## src/rtl/fetch_pkg.sv

```systemverilog
// Shared types and constants for the instruction-fetch front end.
package fetch_pkg;

  typedef enum logic [1:0] {
    StIdle,
    StFetch,
    StHalted
  } fetch_state_e;

  localparam logic [31:0] Nop = 32'h0000_0000;

  typedef struct packed {
    logic        valid;
    logic [31:0] inst;
    logic [31:0] pc;
  } ifid_t;

endpackage

```

## src/rtl/sat_counter16.sv

```systemverilog
// 16-bit event counter that saturates at all-ones; synchronous active-high reset.
module sat_counter16 (
  input  logic        clk,
  input  logic        rst,
  input  logic        enable,
  output logic [15:0] count
);

  logic [15:0] count_q, count_d;

  always_comb begin
    count_d = count_q;
    if (enable && (count_q != 16'hFFFF)) begin
      count_d = count_q + 16'd1;
    end
  end

  always_ff @(posedge clk) begin
    if (rst) begin
      count_q <= '0;
    end else begin
      count_q <= count_d;
    end
  end

  assign count = count_q;

endmodule

```

## src/rtl/fetch_unit.sv

```systemverilog
// Instruction-fetch sequencer: PC, ROM addressing, IF/ID register, redirect/stall, self-loop halt.
// Performance counters are built only when FETCH_PERF_EN is defined.
module fetch_unit
  import fetch_pkg::*;
#(
  parameter logic [31:0] RESET_PC     = 32'h0000_0000,
  parameter int unsigned ROM_AW       = 6,
  parameter bit          HALT_ON_LOOP = 1'b1
) (
  input  logic              clk,
  input  logic              rst,
  output logic [ROM_AW-1:0] rom_addr,
  input  logic [31:0]       rom_dout,
  input  logic              stall,
  input  logic              redirect_valid,
  input  logic [31:0]       redirect_pc,
  input  logic [31:0]       redirect_src_pc,
  output logic              ifid_valid,
  output logic [31:0]       ifid_inst,
  output logic [31:0]       ifid_pc,
  output logic [31:0]       pc,
  output logic              halted,
  output logic              err_oob,
  output logic              err_misalign,
  output logic [15:0]       cnt_fetch,
  output logic [15:0]       cnt_stall,
  output logic [15:0]       cnt_flush
);

  fetch_state_e state_q, state_d;
  logic [31:0]  pc_q, pc_d;
  ifid_t        ifid_q, ifid_d;
  logic         err_oob_q, err_oob_d;
  logic         err_misalign_q, err_misalign_d;

  logic in_fetch;
  logic take_redirect;
  logic self_loop;
  logic out_of_window;

  assign in_fetch      = (state_q == StFetch);
  assign take_redirect = in_fetch & redirect_valid;
  assign self_loop     = HALT_ON_LOOP && (redirect_pc == redirect_src_pc);
  assign out_of_window = (pc_q[31:ROM_AW+2] != '0);

  always_ff @(posedge clk) begin
    if (rst) begin
      state_q <= StIdle;
    end else begin
      state_q <= state_d;
    end
  end

  always_comb begin
    state_d = state_q;
    unique case (state_q)
      StIdle:   state_d = StFetch;
      StFetch:  if (take_redirect && self_loop) state_d = StHalted;
      StHalted: state_d = StHalted;
      default:  state_d = StIdle;
    endcase
  end

  // Redirect outranks stall, stall outranks advance; IDLE and HALTED keep IF/ID empty.
  always_comb begin
    pc_d           = pc_q;
    ifid_d         = ifid_q;
    err_oob_d      = err_oob_q;
    err_misalign_d = err_misalign_q;
    unique case (state_q)
      StFetch: begin
        if (redirect_valid) begin
          pc_d   = {redirect_pc[31:2], 2'b00};
          ifid_d = '0;
          if (redirect_pc[1:0] != 2'b00) err_misalign_d = 1'b1;
        end else if (!stall) begin
          ifid_d.valid = 1'b1;
          ifid_d.inst  = out_of_window ? Nop : rom_dout;
          ifid_d.pc    = pc_q;
          pc_d         = pc_q + 32'd4;
          if (out_of_window) err_oob_d = 1'b1;
        end
      end
      default: ifid_d = '0;
    endcase
  end

  always_ff @(posedge clk) begin
    if (rst) begin
      pc_q           <= RESET_PC;
      ifid_q         <= '0;
      err_oob_q      <= 1'b0;
      err_misalign_q <= 1'b0;
    end else begin
      pc_q           <= pc_d;
      ifid_q         <= ifid_d;
      err_oob_q      <= err_oob_d;
      err_misalign_q <= err_misalign_d;
    end
  end

  assign rom_addr     = pc_q[ROM_AW+1:2];
  assign pc           = pc_q;
  assign ifid_valid   = ifid_q.valid;
  assign ifid_inst    = ifid_q.inst;
  assign ifid_pc      = ifid_q.pc;
  assign halted       = (state_q == StHalted);
  assign err_oob      = err_oob_q;
  assign err_misalign = err_misalign_q;

`ifdef FETCH_PERF_EN
  logic take_stall;
  logic take_advance;

  assign take_stall   = in_fetch & ~redirect_valid & stall;
  assign take_advance = in_fetch & ~redirect_valid & ~stall;

  sat_counter16 u_cnt_fetch (
    .clk    (clk),
    .rst    (rst),
    .enable (take_advance),
    .count  (cnt_fetch)
  );

  sat_counter16 u_cnt_stall (
    .clk    (clk),
    .rst    (rst),
    .enable (take_stall),
    .count  (cnt_stall)
  );

  sat_counter16 u_cnt_flush (
    .clk    (clk),
    .rst    (rst),
    .enable (take_redirect),
    .count  (cnt_flush)
  );
`else
  assign cnt_fetch = 16'h0;
  assign cnt_stall = 16'h0;
  assign cnt_flush = 16'h0;
`endif

endmodule

```

## config.mk

```make
export PLATFORM = sky130hd
export DESIGN_NAME = fetch_unit
export DESIGN_NICKNAME = d
export VERILOG_FILES = /design/src/rtl/fetch_pkg.sv /design/src/rtl/sat_counter16.sv /design/src/rtl/fetch_unit.sv
export SDC_FILE = /design/constraint.sdc
export NUM_CORES = 1
export LEC_CHECK = 0
export BUFFER_PORTS_ARGS = -buffer_cell sky130_fd_sc_hd__buf_2
export CORE_ASPECT_RATIO = 0.9
export CORE_MARGIN = 2
export CORE_UTILIZATION = 47
export DETAILED_ROUTE_END_ITERATION = 16
export GPL_TIMING_DRIVEN = 0
export PLACE_DENSITY = 0.89
export SLEW_MARGIN = 20
export SYNTH_ARGS = -nofsm -noshare
export SYNTH_HDL_FRONTEND = slang
export SYNTH_SLANG_ARGS = --single-unit
```

## constraint.sdc

```tcl
create_clock -name clk -period 2.6 [get_ports clk]
set_input_delay 0.26 -clock clk [delete_from_list [all_inputs] [get_ports clk]]
set_output_delay 0.26 -clock clk [all_outputs]
set_load 0.05 [all_outputs]
```

Word level (Yosys, flattened, before mapping)
Index checks and enable logic that the tools add are counted.
Operators by class
  add/subtract/negate cells: 1
  multiply operators: 0
  divide/modulo/power cells: 0
  $lt $le $gt $ge: 0
  eq/ne operators: 5
  shift operators: 0
  multiplexer cells: 5
  bitwise operators: 4
  reductions and logical operators: 8
Operators with widths (count)
  32-bit 2-to-1 mux: 3
  32-bit by 3-bit adder with 32-bit output, second input constant: 1
  32-bit == test: 1
  24-bit nonzero test: 1
  2-bit case mux with 3 select lines: 1
  2-bit by 1-bit != test with 1-bit output, second input constant: 2
  4-bit AND reduction: 1
  1-bit inverter: 3
  3-bit AND reduction: 1
  3-bit OR reduction: 1
  2-bit by 1-bit == test with 1-bit output, second input constant: 1
  2-bit == test, second input constant: 1
  2-bit logical NOT: 1
  2-bit 2-to-1 mux: 1
  2-bit AND reduction: 1
  2-bit nonzero test: 1
  1-bit bitwise AND: 1
  1-bit logical AND: 1
Storage, ports and cells
  flip-flop bits (word level): 101
  latch bits: 0
  memory bits (writable): 0
  ROM bits: 0
  input bits: 100
  output and inout port bits: 154
  memories: 0

Longest topological paths before layout
Gate-level depths: netlist of the first run.
  word-level depth: 5
  depth in mapped cells: 8

Worst setup path after synthesis of the first run
No wires, ideal clock.
  kind: register to register
  start: register pc_q[3], in the netlist pc[3]
  end: register pc_q[28], in the netlist pc[28]
  library setup time: 0.133 ns
  arrival: 2.274 ns
  required time: 2.467 ns
  slack: 0.194 ns
  cell stages (with the launch flop): 8
  buffers on the path: 1
  cell sequence: dfxtp_1 ha_1 nand4_2 or3_1 buf_6 nor4_4 mux2i_1 a31oi_1
Between the ends
  cells in the longest elaborated chain, start to end: 3
Ends and longest elaborated chain
  from (decl): line fetch_unit.sv:31  | logic [31:0] pc_q, pc_d;
  from (signal assigned): line fetch_unit.sv:95  | pc_q <= pc_d;
  32-bit by 3-bit adder with 32-bit output: line fetch_unit.sv:80  | pc_d = pc_q + 32'd4;
  32-bit 2-to-1 mux: line fetch_unit.sv:76  | end else if (!stall) begin
  32-bit 2-to-1 mux: line fetch_unit.sv:72  | if (redirect_valid) begin
No other way between the ends. The select of a mux whose other input is x is not followed.
A chain may end at the register's enable or synchronous reset.

Worst setup path in the final report of the first run
  start: register pc_q[2], in the netlist pc[2]
  end: register pc_q[26], in the netlist pc[26]
Same word-level chain as after synthesis.

==> results.py, run 1 <==
metrics = {
    "grt": {
        "antenna_found_initial": 0,
        "grt_overflow_total": 0,
        "grt_pass1_wl_um": 26200,
        "grt_pass1_vias": 4970,
        "grt_max_degree": 17,
        "grt.total_usage_pct": 27.8,
    },
    "place": {
        "dp.cells": 1012,
        "port_buffers": 199,
        "place.gp.congestion": 1.01,
        "dp_hpwl_um": 12900,
        "place_ws_ps": 340,
    },
    "power": {
        "switching_share_pct": 42.5,
        "p_switching_mw": 2.26,
        "combPwrFrac_pct": 38.0,
        "pwr_density_cell_nw_per_um2": 771,
        "p_int_mw": 3.06,
        "power.total_mw": 5.32,
        "clkPwrFrac_pct": 27.5,
        "sequentialPowerShare_pct": 34.5,
        "leakagePower_nw": 3.10,
        "peakVddDrop_mv": 0.460,
    },
    "critical_path": {
        "required_ps": 2830,
        "critPathCaptureType": "flop",
        "cp-start-kind": "flop",
        "worstPathArrival_ps": 2580,
        "cp_max_fo": 10,
        "reg2regPathDepth": 7,
        "worstSetupPathType": "reg -> reg",
    },
    "hold_path": {
        "min_path_cells": 3,
        "min_path_type": "in -> reg",
    },
    "floorplan": {
        "fp.coreArea_um2": 10800,
        "start_util_pct": 48.2,
        "ios": 254,
        "die_h_um": 104,
        "rows": 36,
        "fp.dieArea_um2": 12000,
        "fp.dieW_um": 115,
    },
    "drt": {
        "drc": 0,
        "avgRoutedWirePerCell_um": 16.3,
        "ant_nets": 0,
        "dr_total_vias": 5575,
        "drt_iter0_drc": 613,
        "drt-pass1-iter-count": 5,
        "wl_um": 16800,
        "routed_via_density": 5.42,
    },
    "sta": {
        "rsz0062_at_grt": "false",
        "finalSetupViolations": 0,
        "setup_ws_ps": 254,
        "tightest_slew_ps": 845,
        "finalSetupTns_ps": 0,
        "layout_min_cycle_time_ps": 2350,
        "fin_skew_ps": 8.30,
        "hold_viol_final": 0,
        "report.final.slew_viol_count": 0,
        "max_freq_mhz": 426,
        "fin_crit_sh_pct": 90.2,
        "maxSlewHeadroom_pct": 43.2,
    },
    "finish": {
        "n_antenna_cell": 0,
        "nFillCells": 968,
        "final-instance-count-excl-fill": 1028,
        "drive_above_1_share_pct": 32.6,
        "areaGrowthSynthToFinish_pct": 32.3,
        "utilization_pct": 63.8,
        "fin_nets": 994,
    },
    "yosys": {
        "yosysMostFrequentCell": "dfxtp_1",
        "syn_avg_cell_area_um2": 8.29,
        "postSynth.asyncResetShare_pct": 0,
        "synth.area.top_cells": "dfxtp_1 (37%), buf_4 (8.3%), mux2i_1 (6.0%), a21oi_1 (5.4%), xnor2_1 (5.2%)",
        "synth_top_area_share_pct": 37.2,
        "synth_ff_type": "dfxtp_1",
        "synth_common_cells": "dfxtp_1 (97), buf_4 (58), a21oi_1 (56), nand2_1 (56), nand3_1 (47)",
        "syn_area_um2": 5220,
        "synthCells": 629,
        "synth_seq_cells": 97,
        "seq_area_frac_synth_pct": 37.2,
        "synth_edf_count": 0,
        "yosysTopAreaCell": "dfxtp_1",
        "ys_warn_count": 0,
        "ys_types": 57,
    },
    "clock_network": {
        "clockBufferDepth": 2,
        "cts_buffers": 9,
        "cts.sinks": 97,
        "clk_pin_slew_ps": 70,
        "cts_setup_buffers": 0,
        "clock_latency_ps": 340,
        "postCtsHoldBufs": 0,
        "cts_root_buf": "clkbuf_16",
        "cts_tree": "done",
        "cts.repair.resized": 0,
        "htree_levels": 3,
    },
    "run": {
        "maxCapViolations": 0,
    },
    "outcome": {
        "status": "finished clean",
    },
}
[cell families (layout without fill, tap and decap cells)]
family	count (synthesis)	after routing	share of synthesized area, %
flip-flops	97	97	37.2
AO/OA/AOI/OAI	132	132	15.8
adder cells (fa/ha/maj)	4	4	0.960
XOR/XNOR	32	32	5.37
multiplexers	31	31	5.95
other	1	52	0.0719
AND/OR/NAND/NOR	223	223	22.3
buffers and inverters	109	324	12.3
[layout by cell type, fill, tap and decap left out, types with 4 or more instances in the layout]
master / instances
buf_4: 58
nand3_1: 47
inv_1: 9
clkbuf_16: 9
ha_1: 4
xnor2_1: 31
buf_2: 204
nand2_1: 56
nor4_1: 15
and3_1: 4
dfxtp_1: 97
nor2_1: 41
a21o_1: 4
mux2i_1: 31
a211oi_1: 13
clkbuf_1: 33
a221oi_1: 4
nor3_1: 8
a311oi_1: 5
or3_1: 9
a21oi_1: 56
nor2b_1: 8
nand4_1: 13
conb_1: 52
o21ai_0: 22
and2_1: 4
[area by class of cell]
cell class	instances	area (um2)	share of cell area, %
multi-input combinational	474	2820	40.9
clock buffer	10	239	3.46
sequential	97	1940	28.1
clock inverter	6	91.3	1.32
timing repair buffer	199	996	14.4
inverter	10	37.5	0.544
tap	133	166	2.41
buffer	99	603	8.74
[critical path: stages (launching register included)]
cell	delay, ps
dfxtp_1	470
ha_1	240
nand4_2	220
or3_1	450
buf_6	160
nor4_2	330
nand3_1	120
and4bb_1	240
[power by group through the flow]
stage	logic, mW	registers [mW]	clock network [mW]
2_1_floorplan	1.08	2.22	0
3_3_place_gp	1.96	1.86	0
3_5_place_dp	1.98	1.86	0
4_1_cts	1.99	1.83	1.49
5_1_grt	2.14	1.86	1.55
6_report	2.02	1.83	1.46
[path summary, 6_finish.rpt]
path	from	to	slack, ps
worst min register to register	err_misalign	err_misalign	450
worst max-delay path	pc[2]	pc[26]	250
worst min-delay path	rom_dout[6]	ifid_inst[6]	180
worst max register to register	pc[2]	pc[26]	250
[flip-flops by register name, indices dropped and copies added, names as in the netlist]
name          count
err_oob           1
err_misalign      1
ifid_valid        1
pc               30
ifid_inst        32
ifid_pc          30
state_q           2
[routing by layer]
layer | GRT usage (%) | share of wire (%)
met5 | 0 | 0
met4 | 9.81 | 2.5
met3 | 6.59 | 10
met2 | 43.3 | 46
met1 | 37.7 | 41
[metrics by stage]
stage / hold WS (ps) / area [um2]
6_report: 182 / 6900
5_1_grt: 185 / 6900
4_1_cts: 173 / 6900
3_5_place_dp: 434 / 6570
3_3_place_gp: 431 / 6570
2_1_floorplan: 428 / 5410
(Power assumes the default switching activity.)
==> inputs of run 2 (changes only) <==
--- a/config.mk
+++ b/config.mk
@@ -8,10 +8,11 @@
 export BUFFER_PORTS_ARGS = -buffer_cell sky130_fd_sc_hd__buf_2
 export CORE_ASPECT_RATIO = 0.9
 export CORE_MARGIN = 2
-export CORE_UTILIZATION = 47
+export CORE_UTILIZATION = 48
+export CTS_BUF_LIST = sky130_fd_sc_hd__clkbuf_8
 export DETAILED_ROUTE_END_ITERATION = 16
 export GPL_TIMING_DRIVEN = 0
-export PLACE_DENSITY = 0.89
+export PLACE_DENSITY = 0.91
 export SLEW_MARGIN = 20
 export SYNTH_ARGS = -nofsm -noshare
 export SYNTH_HDL_FRONTEND = slang
==> run 2 against run 1 <==
  * Worst setup slack better by 18 ps
  * Combinational power hardly changed
  * Highest routed layer unchanged
  * Critical endpoint unchanged
  * Core utilization fell by 0.76 points
==> results.py, run 2 (synthesis gave the netlist of run 1 again) <==
metrics = {
    "clock_network": {
        "cts.repair.resized": 0,
        "cts_buffers": 9,
        "cts_root_buf": "clkbuf_8",
        "cts.sinks": 97,
        "cts_tree": "done",
        "clockBufferDepth": 2,
        "cts_setup_buffers": 0,
        "htree_levels": 3,
        "clock_latency_ps": 350,
        "clk_pin_slew_ps": 100,
        "postCtsHoldBufs": 0,
    },
    "power": {
        "clkPwrFrac_pct": 20.4,
        "pwr_density_cell_nw_per_um2": 714,
        "p_switching_mw": 2.20,
        "leakagePower_nw": 3.04,
        "switching_share_pct": 45.5,
        "p_int_mw": 2.63,
        "peakVddDrop_mv": 0.441,
        "sequentialPowerShare_pct": 38.1,
        "combPwrFrac_pct": 41.5,
    },
    "grt": {
        "grt_max_degree": 17,
        "grt.total_usage_pct": 27.0,
        "grt_overflow_total": 0,
        "grt_pass1_wl_um": 24800,
        "grt_pass1_vias": 4750,
        "antenna_found_initial": 0,
    },
    "critical_path": {
        "cp-start-kind": "flop",
        "cp_slowest_stage_delay_ps": 520,
        "required_ps": 2860,
        "worstPathArrival_ps": 2580,
        "critPathLaunch": "pc[2]",
        "cp_max_fo": 10,
        "cp_slowest_cell": "dfxtp_1",
        "cp_cell_sequence": "ha_1 -> nand4_2 -> or3_1 -> buf_6 -> nor4_2 -> nand3_1 -> and4bb_1",
        "r2r_start": "pc[2]",
        "worstSetupPathType": "reg -> reg",
        "r2r_setup_slack_ps": 270,
        "critPathCaptureType": "flop",
    },
    "sta": {
        "rsz0062_at_grt": "false",
        "maxSlewHeadroom_pct": 44.5,
        "layout_min_cycle_time_ps": 2330,
        "finalSetupTns_ps": 0,
        "hold_viol_final": 0,
        "fin_skew_ps": 10.2,
        "finalSetupViolations": 0,
        "max_freq_mhz": 430,
        "tightest_slew_ps": 833,
        "fin_crit_sh_pct": 89.5,
        "report.final.slew_viol_count": 0,
    },
    "finish": {
        "n_antenna_cell": 0,
        "drive_above_1_share_pct": 32.6,
        "final-instance-count-excl-fill": 1027,
        "largest_register_ffs": 32,
        "areaGrowthSynthToFinish_pct": 29.6,
        "fin_nets": 994,
        "final_cell_mix": "buf_2 (204), dfxtp_1 (97), buf_4 (58), a21oi_1 (56), nand2_1 (56)",
        "layout_commonest_cell": "buf_2",
    },
    "drt": {
        "drt_iter0_drc": 666,
        "wl_um": 16500,
        "drt-pass1-iter-count": 5,
        "ant_nets": 0,
        "drc": 0,
        "dr_total_vias": 5529,
        "avgRoutedWirePerCell_um": 16.0,
        "routed_via_density": 5.38,
    },
    "hold_path": {
        "min_path_type": "in -> reg",
        "min-delay-start": "rom_dout[1]",
    },
    "floorplan": {
        "ios": 254,
        "start_util_pct": 48.6,
        "fp.coreArea_um2": 10700,
        "fp.dieArea_um2": 11700,
        "fp.dieW_um": 114,
        "rows": 36,
        "die_h_um": 103,
    },
    "place": {
        "port_buffers": 199,
        "dp.cells": 1012,
        "place.gp.congestion": 0.952,
        "dp_hpwl_um": 12600,
    },
    "run": {
        "maxCapViolations": 0,
    },
    "outcome": {
        "status": "finished clean",
    },
}
-- run 2: cell types whose count changed in the layout (fill, tap and decap cells not counted), sizes merged --
cell | before | now
inv | 9 | 11
clkbuf | 43 | 42
bufinv | 2 | 1
clkinvlp | 3 | 2
-- run 2: worst max-delay path, delay by kind of cell (launching register included) --
kind                     cells  cell delay [ps]
adder cells (fa/ha/maj)      1              250
buffers and inverters        1              160
AND/OR/NAND/NOR              5             1300
flip-flops                   1              520
-- run 2: worst paths after layout --
path                  endpoint  cells past startpoint
hold reg to reg        err_oob                      2
setup / recovery        pc[26]                      7
hold / removal    ifid_inst[1]                      3
setup reg to reg        pc[26]                      7
-- run 2: metrics by stage --
stage / power (mW) / hold slack [ps] / area [um2] / worst slack (ps) / utilization (%)
final: 4.83 / 174 / 6760 / 273 / 63.1
after global routing: 5.07 / 149 / 6760 / 149 / 63.1
after CTS: 4.81 / 158 / 6760 / 318 / 63.1
after detailed placement: 3.84 / 437 / 6570 / 323 / 61.3
after global placement: 3.81 / 434 / 6570 / 338 / 61.3
after floorplan: 3.30 / 428 / 5410 / 194 / -
-- run 2: power by group through the flow --
stage	clock [mW]	sequential (mW)	combinational, mW
final	0.982	1.84	2.00
after global routing	1.07	1.86	2.15
after CTS	0.999	1.83	1.98
after detailed placement	0	1.87	1.97
after global placement	0	1.86	1.95
after floorplan	0	2.22	1.08
-- run 2: area by class of cell --
| cell class | instances | area [um2] |
|---|---|---|
| flip-flops and latches | 97 | 1940 |
| multi-input cells | 474 | 2820 |
| fillers | 953 | 3960 |
| clock inverters | 6 | 67.6 |
| plain buffers | 99 | 603 |
| repair buffers | 199 | 996 |
| well taps | 133 | 166 |
| clock buffers | 9 | 124 |
| inverters | 10 | 37.5 |
-- run 2: layer usage --
layer  track usage (%)  wire (um)  vias to the layer above
li1                  -          -                     2649
met2              43.9       7840                      300
met1              36.6       6790                     2550
met3              5.29       1510                       30
met5                 0          0                        -
met4              8.63        320                        0
